[src/rtl/vlog_apb_master_if.sv]
// rtl/vlog_apb_master_if.sv - command port plus APB bus signals for vlog_apb_master
interface vlog_apb_master_if #(
  parameter int vnapbslv = 8
);
  logic                  creq;
  logic                  cwrite;
  logic [31:0]           caddr;
  logic [31:0]           cwdata;
  logic                  cack;
  logic                  cdone;
  logic [31:0]           crdata;
  logic                  cerr;
  logic [0:vnapbslv-1]   vpsel;
  logic                  vpenable;
  logic [31:0]           vpaddr;
  logic                  vpwrite;
  logic [31:0]           vpwdata;
  logic [31:0]           vprdata;
  logic                  vpready;

  modport master (
    input  creq, cwrite, caddr, cwdata, vprdata, vpready,
    output cack, cdone, crdata, cerr, vpsel, vpenable, vpaddr, vpwrite, vpwdata
  );

  modport slave (
    output creq, cwrite, caddr, cwdata, vprdata, vpready,
    input  cack, cdone, crdata, cerr, vpsel, vpenable, vpaddr, vpwrite, vpwdata
  );
endinterface

[src/rtl/vlog_apb_master.sv]
// rtl/vlog_apb_master.sv - single-outstanding command port to APB initiator
// SETUP/ACCESS sequencing with slave-index decode and wait-state timeout.
module vlog_apb_master #(
  parameter int vnapbslv = 8,
  parameter int vsel_lsb = 12,
  parameter int vtimeout = 16
) (
  input  logic              vclk,
  input  logic              vrst,
  vlog_apb_master_if.master bus
);

  localparam int              IW   = (vnapbslv > 1) ? $clog2(vnapbslv) : 1;
  localparam int              CW   = (vtimeout > 1) ? $clog2(vtimeout + 1) : 1;
  localparam logic [8:0]      NSLV = 9'(vnapbslv);
  localparam logic [CW-1:0]   TMO  = CW'(vtimeout);

  typedef enum logic [1:0] {
    S_IDLE   = 2'd0,
    S_SETUP  = 2'd1,
    S_ACCESS = 2'd2
  } state_t;

  state_t              r_state;
  state_t              w_state_nx;
  logic [IW-1:0]       r_idx;
  logic [31:0]         r_addr;
  logic [31:0]         r_wdata;
  logic [31:0]         r_rdata;
  logic                r_write;
  logic                r_done;
  logic                r_err;
  logic [CW-1:0]       r_cnt;
  logic [CW-1:0]       w_cnt_nx;
  logic [7:0]          w_idx8;
  logic                w_idx_ok;
  logic                w_accept;
  logic                w_done_nx;
  logic                w_err_nx;
  logic [31:0]         w_rdata_nx;
  logic [0:vnapbslv-1] w_psel;

  assign w_idx8   = bus.caddr[vsel_lsb+7:vsel_lsb];
  assign w_idx_ok = ({1'b0, w_idx8} < NSLV);
  // cack is held low while reset is asserted even though it is combinational
  assign w_accept = vrst && bus.creq && (r_state == S_IDLE);

  always_ff @(posedge vclk or negedge vrst) begin
    if (!vrst) begin
      r_state <= S_IDLE;
    end else begin
      r_state <= w_state_nx;
    end
  end

  always_comb begin
    w_state_nx = r_state;
    w_cnt_nx   = r_cnt;
    w_done_nx  = 1'b0;
    w_err_nx   = 1'b0;
    w_rdata_nx = r_rdata;
    case (r_state)
      S_IDLE: begin
        if (w_accept) begin
          if (w_idx_ok) begin
            w_state_nx = S_SETUP;
            w_cnt_nx   = '0;
          end else begin
            w_done_nx  = 1'b1;
            w_err_nx   = 1'b1;
            w_rdata_nx = '0;
          end
        end
      end
      S_SETUP: w_state_nx = S_ACCESS;
      S_ACCESS: begin
        if (bus.vpready) begin
          w_state_nx = S_IDLE;
          w_done_nx  = 1'b1;
          if (!r_write) w_rdata_nx = bus.vprdata;
        end else if ((vtimeout != 0) && ((r_cnt + 1'b1) == TMO)) begin
          w_state_nx = S_IDLE;
          w_done_nx  = 1'b1;
          w_err_nx   = 1'b1;
          w_rdata_nx = '0;
        end else begin
          w_cnt_nx = r_cnt + 1'b1;
        end
      end
      default: w_state_nx = S_IDLE;
    endcase
  end

  // Bus latches only load for a decodable index so a rejected command leaves the bus untouched
  always_ff @(posedge vclk or negedge vrst) begin
    if (!vrst) begin
      r_idx   <= '0;
      r_addr  <= '0;
      r_wdata <= '0;
      r_write <= 1'b0;
      r_rdata <= '0;
      r_done  <= 1'b0;
      r_err   <= 1'b0;
      r_cnt   <= '0;
    end else begin
      r_done  <= w_done_nx;
      r_err   <= w_err_nx;
      r_rdata <= w_rdata_nx;
      r_cnt   <= w_cnt_nx;
      if (w_accept && w_idx_ok) begin
        r_idx   <= w_idx8[IW-1:0];
        r_addr  <= bus.caddr;
        r_wdata <= bus.cwdata;
        r_write <= bus.cwrite;
      end
    end
  end

  always_comb begin
    w_psel = '0;
    if (r_state != S_IDLE) w_psel[r_idx] = 1'b1;
  end

  assign bus.cack     = w_accept;
  assign bus.cdone    = r_done;
  assign bus.cerr     = r_err;
  assign bus.crdata   = r_rdata;
  assign bus.vpsel    = w_psel;
  assign bus.vpenable = (r_state == S_ACCESS);
  assign bus.vpaddr   = r_addr;
  assign bus.vpwrite  = r_write;
  assign bus.vpwdata  = r_wdata;

endmodule

[src/flat_wrapper.sv]
// flat-port wrapper written by rule: the top's interface ports become plain ports
module vlog_apb_master_flat 
#(
  parameter int vnapbslv = 8,
  parameter int vsel_lsb = 12,
  parameter int vtimeout = 16
)
  (vclk, vrst, bus_creq, bus_cwrite, bus_caddr, bus_cwdata, bus_vprdata, bus_vpready, bus_cack, bus_cdone, bus_crdata, bus_cerr, bus_vpsel, bus_vpenable, bus_vpaddr, bus_vpwrite, bus_vpwdata);
  vlog_apb_master_if #(.vnapbslv(vnapbslv)) bus_i ();
  input  logic vclk;
  input  logic vrst;
  input wire logic [$bits(bus_i.creq)-1:0] bus_creq;
  input wire logic [$bits(bus_i.cwrite)-1:0] bus_cwrite;
  input wire logic [$bits(bus_i.caddr)-1:0] bus_caddr;
  input wire logic [$bits(bus_i.cwdata)-1:0] bus_cwdata;
  input wire logic [$bits(bus_i.vprdata)-1:0] bus_vprdata;
  input wire logic [$bits(bus_i.vpready)-1:0] bus_vpready;
  output wire logic [$bits(bus_i.cack)-1:0] bus_cack;
  output wire logic [$bits(bus_i.cdone)-1:0] bus_cdone;
  output wire logic [$bits(bus_i.crdata)-1:0] bus_crdata;
  output wire logic [$bits(bus_i.cerr)-1:0] bus_cerr;
  output wire logic [$bits(bus_i.vpsel)-1:0] bus_vpsel;
  output wire logic [$bits(bus_i.vpenable)-1:0] bus_vpenable;
  output wire logic [$bits(bus_i.vpaddr)-1:0] bus_vpaddr;
  output wire logic [$bits(bus_i.vpwrite)-1:0] bus_vpwrite;
  output wire logic [$bits(bus_i.vpwdata)-1:0] bus_vpwdata;
  assign bus_i.creq = bus_creq;
  assign bus_i.cwrite = bus_cwrite;
  assign bus_i.caddr = bus_caddr;
  assign bus_i.cwdata = bus_cwdata;
  assign bus_i.vprdata = bus_vprdata;
  assign bus_i.vpready = bus_vpready;
  assign bus_cack = bus_i.cack;
  assign bus_cdone = bus_i.cdone;
  assign bus_crdata = bus_i.crdata;
  assign bus_cerr = bus_i.cerr;
  assign bus_vpsel = bus_i.vpsel;
  assign bus_vpenable = bus_i.vpenable;
  assign bus_vpaddr = bus_i.vpaddr;
  assign bus_vpwrite = bus_i.vpwrite;
  assign bus_vpwdata = bus_i.vpwdata;
  vlog_apb_master #(.vnapbslv(vnapbslv), .vsel_lsb(vsel_lsb), .vtimeout(vtimeout)) u_core (.vclk(vclk), .vrst(vrst), .bus(bus_i));
endmodule
[config.mk]
export PLATFORM = sky130hd
export DESIGN_NAME = vlog_apb_master_flat
export DESIGN_NICKNAME = d
export VERILOG_FILES = /design/src/rtl/vlog_apb_master_if.sv /design/src/rtl/vlog_apb_master.sv /design/src/flat_wrapper.sv
export SDC_FILE = /design/constraint.sdc
export NUM_CORES = 1
export LEC_CHECK = 0
export ABC_AREA = 1
export CAP_MARGIN = 40
export CORE_ASPECT_RATIO = 1.75
export CORE_MARGIN = 1
export CORE_UTILIZATION = 30
export DETAILED_ROUTE_END_ITERATION = 10
export PLACE_DENSITY = 0.67
export SYNTH_ARGS = -nofsm -noshare
export SYNTH_HDL_FRONTEND = slang
export SYNTH_SLANG_ARGS = --single-unit
export TNS_END_PERCENT = 10
[constraint.sdc]
create_clock -name vclk -period 1.8 [get_ports vclk]
set_input_delay 0.36 -clock vclk [delete_from_list [all_inputs] [get_ports vclk]]
set_output_delay 0.36 -clock vclk [all_outputs]
set_load 0.01 [all_outputs]
# Yosys cells after proc, flatten, opt, wreduce, memory -nomap -nowiden
# Cells that the tools add are included.
# op_classes
n_addsub,1
magnitude_cmp,3
n_eq_ne,10
muxes,26
bitwise,1
n_reduce_logical,10
# ops
cell,count
$mux 32,5
$pmux 32 s2,1
$mux 5,4
$pmux 5 s2,1
$reduce_and 5->1,2
$lt 8x4->1 const B,1
$mux 2,4
$mux 8,1
$mux 1,6
$ne 2x2->1 const B,3
$pmux 2 s3,1
$add 5x1->5 const B,1
$eq 5x5->1 const B,1
$ge 4x4->1 const B,1
$logic_and 1x1->1,4
$lt 4x1->1 const B,1
$ne 2x1->1 const B,2
$not 3->4,1
$pmux 1 s2,2
$reduce_bool 2->1,2
$demux 1 s3,1
$ne 3x2->1 const B,1
$ne 3x3->1 const B,1
$reduce_and 3->1,1
other kinds (3),3
# word_totals
register_bits,109
inputBits,101
out_inout_bits,109
wordCells,60

# Depth between registers and ports, before layout
# logic_depth
word_depth,6
depth_mapped,11
ltp_nobuf,10

# Worst setup path before layout
# OpenSTA, ideal clock, no wires.
# synth_timing
path_kind,reg-to-reg
start,register u_core.r_cnt[0]
end,"register u_core.r_rdata[0], in the netlist u_core.bus.crdata[0]"
setup_ps,117
arrival_time_ps,1444
required_ps,1683
path_slack_ps,240
stages_incl_launch_ff,11
n_path_buf,1
period_less_slack_ps,1560
cell_sequence,dfrtp_1 -> ha_1 -> nand2_1 -> nand3_1 -> nor2_2 -> nand2_1 -> nand2_2 -> nand2_4 -> buf_6 -> nand2_1 -> nand2_1
# synth_via
elab_chain_len,4
# synth_rtl
item,line_no,text
from (decl),vlog_apb_master.sv:33,logic [CW-1:0] r_cnt;
from (signal assigned),vlog_apb_master.sv:109,r_cnt <= w_cnt_nx;
$add 5x1->5,vlog_apb_master.sv:81,end else if ((vtimeout != 0) && ((r_cnt + 1'b1) == TMO)) begin
$eq 5x5->1,vlog_apb_master.sv:81,
$ne 3x2->1 (no source line),-,
$reduce_and 5->1 (no source line),-,
to (signal assigned),vlog_apb_master.sv:108,r_rdata <= w_rdata_nx;
to (decl),vlog_apb_master.sv:29,logic [31:0] r_rdata;
# Every way passes these cells.
# A chain may end at the register's enable or synchronous reset.

# Worst setup path in the final report
# layout_timing
start,register u_core.r_state[1]
end,output port bus_vpsel[4]
# layout_via
elab_chain_len,2
# layout_rtl
item,line_no,text
from (decl),vlog_apb_master.sv:24,state_t r_state;
from (signal assigned),vlog_apb_master.sv:52,r_state <= w_state_nx;
$reduce_bool 2->1,vlog_apb_master.sv:121,if (r_state != S_IDLE) w_psel[r_idx] = 1'b1;
$mux 8,vlog_apb_master.sv:121,
to (decl),flat_wrapper.sv:22,output wire logic [$bits(bus_i.vpsel)-1:0] bus_vpsel;
# Every way passes these cells.

==> flow_metrics.tcl <==
set metrics [dict create \
    fillCellCount 1436 \
    drt-initial-drc-count 151 \
    worst_path_dominant_cell_family "flip-flops" \
    rsz_0062_raised_after_global_routing "yes" \
    cp.arrival_ns 1.39 \
    worst_skew_pair.late_latency_ns 0.35 \
    drc_violation_count_after_routing 0 \
    num_vias 4326 \
    finalWeightedCongestion 0.796 \
    drt-pass1-iter-count 4 \
    grt_pass1_vias 4335 \
    die_height_um 166 \
    cts.sinks 106 \
    htreeDepth 3 \
    max_stage_delay_ns 0.42 \
    slew-limit-headroom_pct 61.1 \
    maximum_number_of_pins_on_one_net_before_global_route_repair 107 \
    core_region_area_mm2 0.0149 \
    final.period_utilization_pct 97.5 \
    yosys_warnings 0 \
    register_area_mm2 0.00265 \
    area_delta_synth_final_pct 59.7 \
    design.final.nets 890 \
    yosysSeqAreaShare_pct 57.6 \
    antenna_cells_inserted 0 \
    synthesis.area_per_instance_um2 8.08 \
    cts_tree "built" \
    vias_per_cell 4.44 \
    maxCapViolCount 0 \
    fin_worst_skew_ns 0.00912 \
    slew_violations 0 \
    globalRouteTotalUtil_pct 17.3 \
    drive_gt1_share_pct 8.71 \
    cts-root-to-sink-buffers 2 \
    postLayoutSetupSlackWorst_ns 0.0455 \
    run_status "finished, final reports clean" \
    worstPathBufferInverterCount 2 \
    cp-start-kind "flip-flop" \
    timing.final.hold_violations 0 \
    report.final.setup_viol 0 \
    cts_hold_buffers 0 \
    postRouteAntennaNets 0 \
    leftover_overflow_at_the_end_of_global_routing 0 \
    start_util_pct 30.9 \
    average_detailed_routed_wire_length_per_instance_um 13.6 \
    syn-num-nets 673 \
    dp_worst_setup_slack_ns -0.216 \
    fp.dieW_um 95.7 \
    p_leak_uw 0.00366 \
    global_route_wire_length_before_repair_um 21300 \
    cts-buffers-inserted 9 \
    antenna_found_initial 0 \
    period_minus_slack_ns 1.75 \
    critical_path_required_ns 1.44 \
    floorplan_die_area_mm2 0.0159 \
    multi_input_gate_area_mm2 0.00175 \
    fmax_mhz 570 \
    synth_seq_cells 106 \
    cell_chain_of_the_critical_path "nor2_4, inv_4, nand2_4, nor2_1, clkdlybuf4s15_1" \
    post_synth_inst_count 570 \
    critical_path.endpoint_type "primary output" \
    type_of_the_worst_min_delay_path "primary input to async pin" \
    cts.root.buffer_cell "sky130_fd_sc_hd__clkbuf_16" \
    clk_pin_slew_worst_paths_ns 0.07 \
    ioPinCount 210 \
    routed_wirelength_um 13200 \
    tightestPinTransition_ns 0.584 \
    place.detailed.hpwl_um 9600 \
    ys_types 21 \
    powerDensity_mw_per_mm2 789 \
    critical_path_top_delay_cell "sky130_fd_sc_hd__dfrtp_1" \
    core.rowCount 59 \
    worst-path-max-fanout 4 \
    port-buffer-count 209 \
    critical_path_class "flip-flop to primary output" \
    holdWs_ns 0.0869 \
    netlist_area_mm2 0.00461 \
    power.ir.vdd_worst_mv 0.575 \
]
[worst reg2reg max path, cell delays in order (launching register included)]
cell	delay, ns
sky130_fd_sc_hd__dfrtp_1	0.41
sky130_fd_sc_hd__buf_4	0.16
sky130_fd_sc_hd__inv_1	0.06
sky130_fd_sc_hd__o21ai_0	0.17
sky130_fd_sc_hd__nor3_4	0.38
sky130_fd_sc_hd__nand2_4	0.11
sky130_fd_sc_hd__buf_12	0.17
sky130_fd_sc_hd__nand2_1	0.07
sky130_fd_sc_hd__nand2_1	0.05
[path summary, 6_finish.rpt]
path / start / to / slack (ns) / cells after the start
setup / recovery: u_core.r_state[1]$_DFFE_PN0P_ / bus_vpsel[4] / 0.05 / 5
hold / removal: vrst / u_core.bus.crdata[2]$_DFFE_PN0P_ / 0.09 / 2
setup reg to reg: u_core.r_state[0]$_DFFE_PN0P_ / u_core.bus.crdata[14]$_DFFE_PN0P_ / 0.13 / 8
hold reg to reg: u_core.bus.crdata[27]$_DFFE_PN0P_ / u_core.bus.crdata[27]$_DFFE_PN0P_ / 0.47 / 2
max in group asynchronous: vrst / u_core.bus.vpwdata[0]$_DFFE_PN0P_ / 1.26 / 2
min in group vclk: u_core.bus.crdata[27]$_DFFE_PN0P_ / u_core.bus.crdata[27]$_DFFE_PN0P_ / 0.47 / 2
[state kept, by name (all words and copies together) (netlist names)]
signal              cells
u_core.bus.cdone        1
u_core.bus.vpaddr      32
u_core.bus.crdata      32
u_core.r_cnt            5
u_core.bus.vpwdata     32
u_core.r_state          2
u_core.bus.cerr         1
u_core.bus.vpwrite      1
[per-stage QoR]
stage          utilization (%)  power, uW  TNS [ns]  cells  instance area, um^2
2_1_floorplan                -       3110         0    570                 4610
3_3_place_gp              47.3       3920    -12.18    958                 7050
3_5_place_dp              47.3       3930    -15.30    958                 7050
4_1_cts                   49.3       5900    -0.109    975                 7350
5_1_grt                   49.4       6090   -0.0262    975                 7360
6_report                  49.4       5810         0    975                 7360
[kinds of logic (layout without fill, tap and decap cells)]
family                   after synthesis  count (layout)  synth area share [%]
flip-flops                           106             106                  57.6
AO/OA/AOI/OAI                          9               9                 0.977
adder cells (fa/ha/maj)                2               2                 0.543
buffers and inverters                 49             271                  5.35
AND/OR/NAND/NOR                      404             404                  35.6
[where the power goes]
group          leakage, uW  total (uW)  internal [uW]  switching [uW]
Combinational      0.00210        1170            681             491
Sequential         0.00142        2710           2590             118
Clock             0.000143        1930           1000             927
Total              0.00366        5810           4270            1540
[what timing repair did]
item,4_1_cts,5_1_grt
setup buffers,1,0
setup endpoints to repair,10,32
gates resized for setup,26,18
pin swaps,0,1
endpoints found under the hold margin,0,0
[area by class of cell]
type / instances / share of cell area, %
Multi-Input combinational cell: 415 / 23.8
Clock buffer: 11 / 3.30
Clock inverter: 5 / 0.629
Inverter: 19 / 1.00
Tap cell: 183 / 3.11
Timing Repair Buffer: 236 / 32.1
Sequential cell: 106 / 36.0
[metal layers]
layer	track usage (%)	wire [um]	vias to the layer above
met5	0	0	-
met4	8.05	431	0
met3	3.71	891	26
met2	29.8	6810	143
met1	19.8	5110	1978
li1	-	-	2179
[layout by cell type, fill, tap and decap left out, types with 3 or more instances in the layout]
cell and n:
sky130_fd_sc_hd__buf_12 8, sky130_fd_sc_hd__o21ai_0 5, sky130_fd_sc_hd__nor2_1 51, sky130_fd_sc_hd__a21oi_1 4, sky130_fd_sc_hd__inv_1 16, sky130_fd_sc_hd__dfrtp_1 106
sky130_fd_sc_hd__buf_4 19, sky130_fd_sc_hd__nor2_4 3, sky130_fd_sc_hd__clkbuf_16 9, sky130_fd_sc_hd__clkdlybuf4s50_1 197, sky130_fd_sc_hd__nand3_1 37, sky130_fd_sc_hd__nand4_1 7
sky130_fd_sc_hd__buf_2 3, sky130_fd_sc_hd__nand2_4 3, sky130_fd_sc_hd__nand2_1 294, sky130_fd_sc_hd__clkbuf_2 4
[synthesized netlist by cell type]
| cell | number | area, um^2 |
|---|---|---|
| sky130_fd_sc_hd__o21ai_0 | 5 | 25.0 |
| sky130_fd_sc_hd__nor2_1 | 53 | 199 |
| sky130_fd_sc_hd__inv_2 | 3 | 11.3 |
| sky130_fd_sc_hd__inv_1 | 16 | 60.1 |
| sky130_fd_sc_hd__nor3_4 | 1 | 16.3 |
| sky130_fd_sc_hd__a21oi_1 | 4 | 20.0 |
| sky130_fd_sc_hd__dfrtp_1 | 106 | 2650 |
| sky130_fd_sc_hd__nand2_1 | 295 | 1110 |
| sky130_fd_sc_hd__nand4_1 | 7 | 43.8 |
| sky130_fd_sc_hd__buf_2 | 14 | 70.1 |
| sky130_fd_sc_hd__nand3b_1 | 1 | 7.51 |
| sky130_fd_sc_hd__clkbuf_1 | 8 | 30.0 |
| sky130_fd_sc_hd__nand2_2 | 2 | 12.5 |
| sky130_fd_sc_hd__nor2_4 | 2 | 22.5 |
| sky130_fd_sc_hd__nand2_4 | 2 | 22.5 |
| sky130_fd_sc_hd__ha_1 | 2 | 25.0 |
| sky130_fd_sc_hd__or2_2 | 1 | 6.26 |
| sky130_fd_sc_hd__nor2_2 | 1 | 6.26 |
| sky130_fd_sc_hd__nand3_1 | 39 | 195 |
| sky130_fd_sc_hd__buf_4 | 4 | 30.0 |
| sky130_fd_sc_hd__buf_6 | 4 | 45.0 |
(Power assumes the default switching activity.)
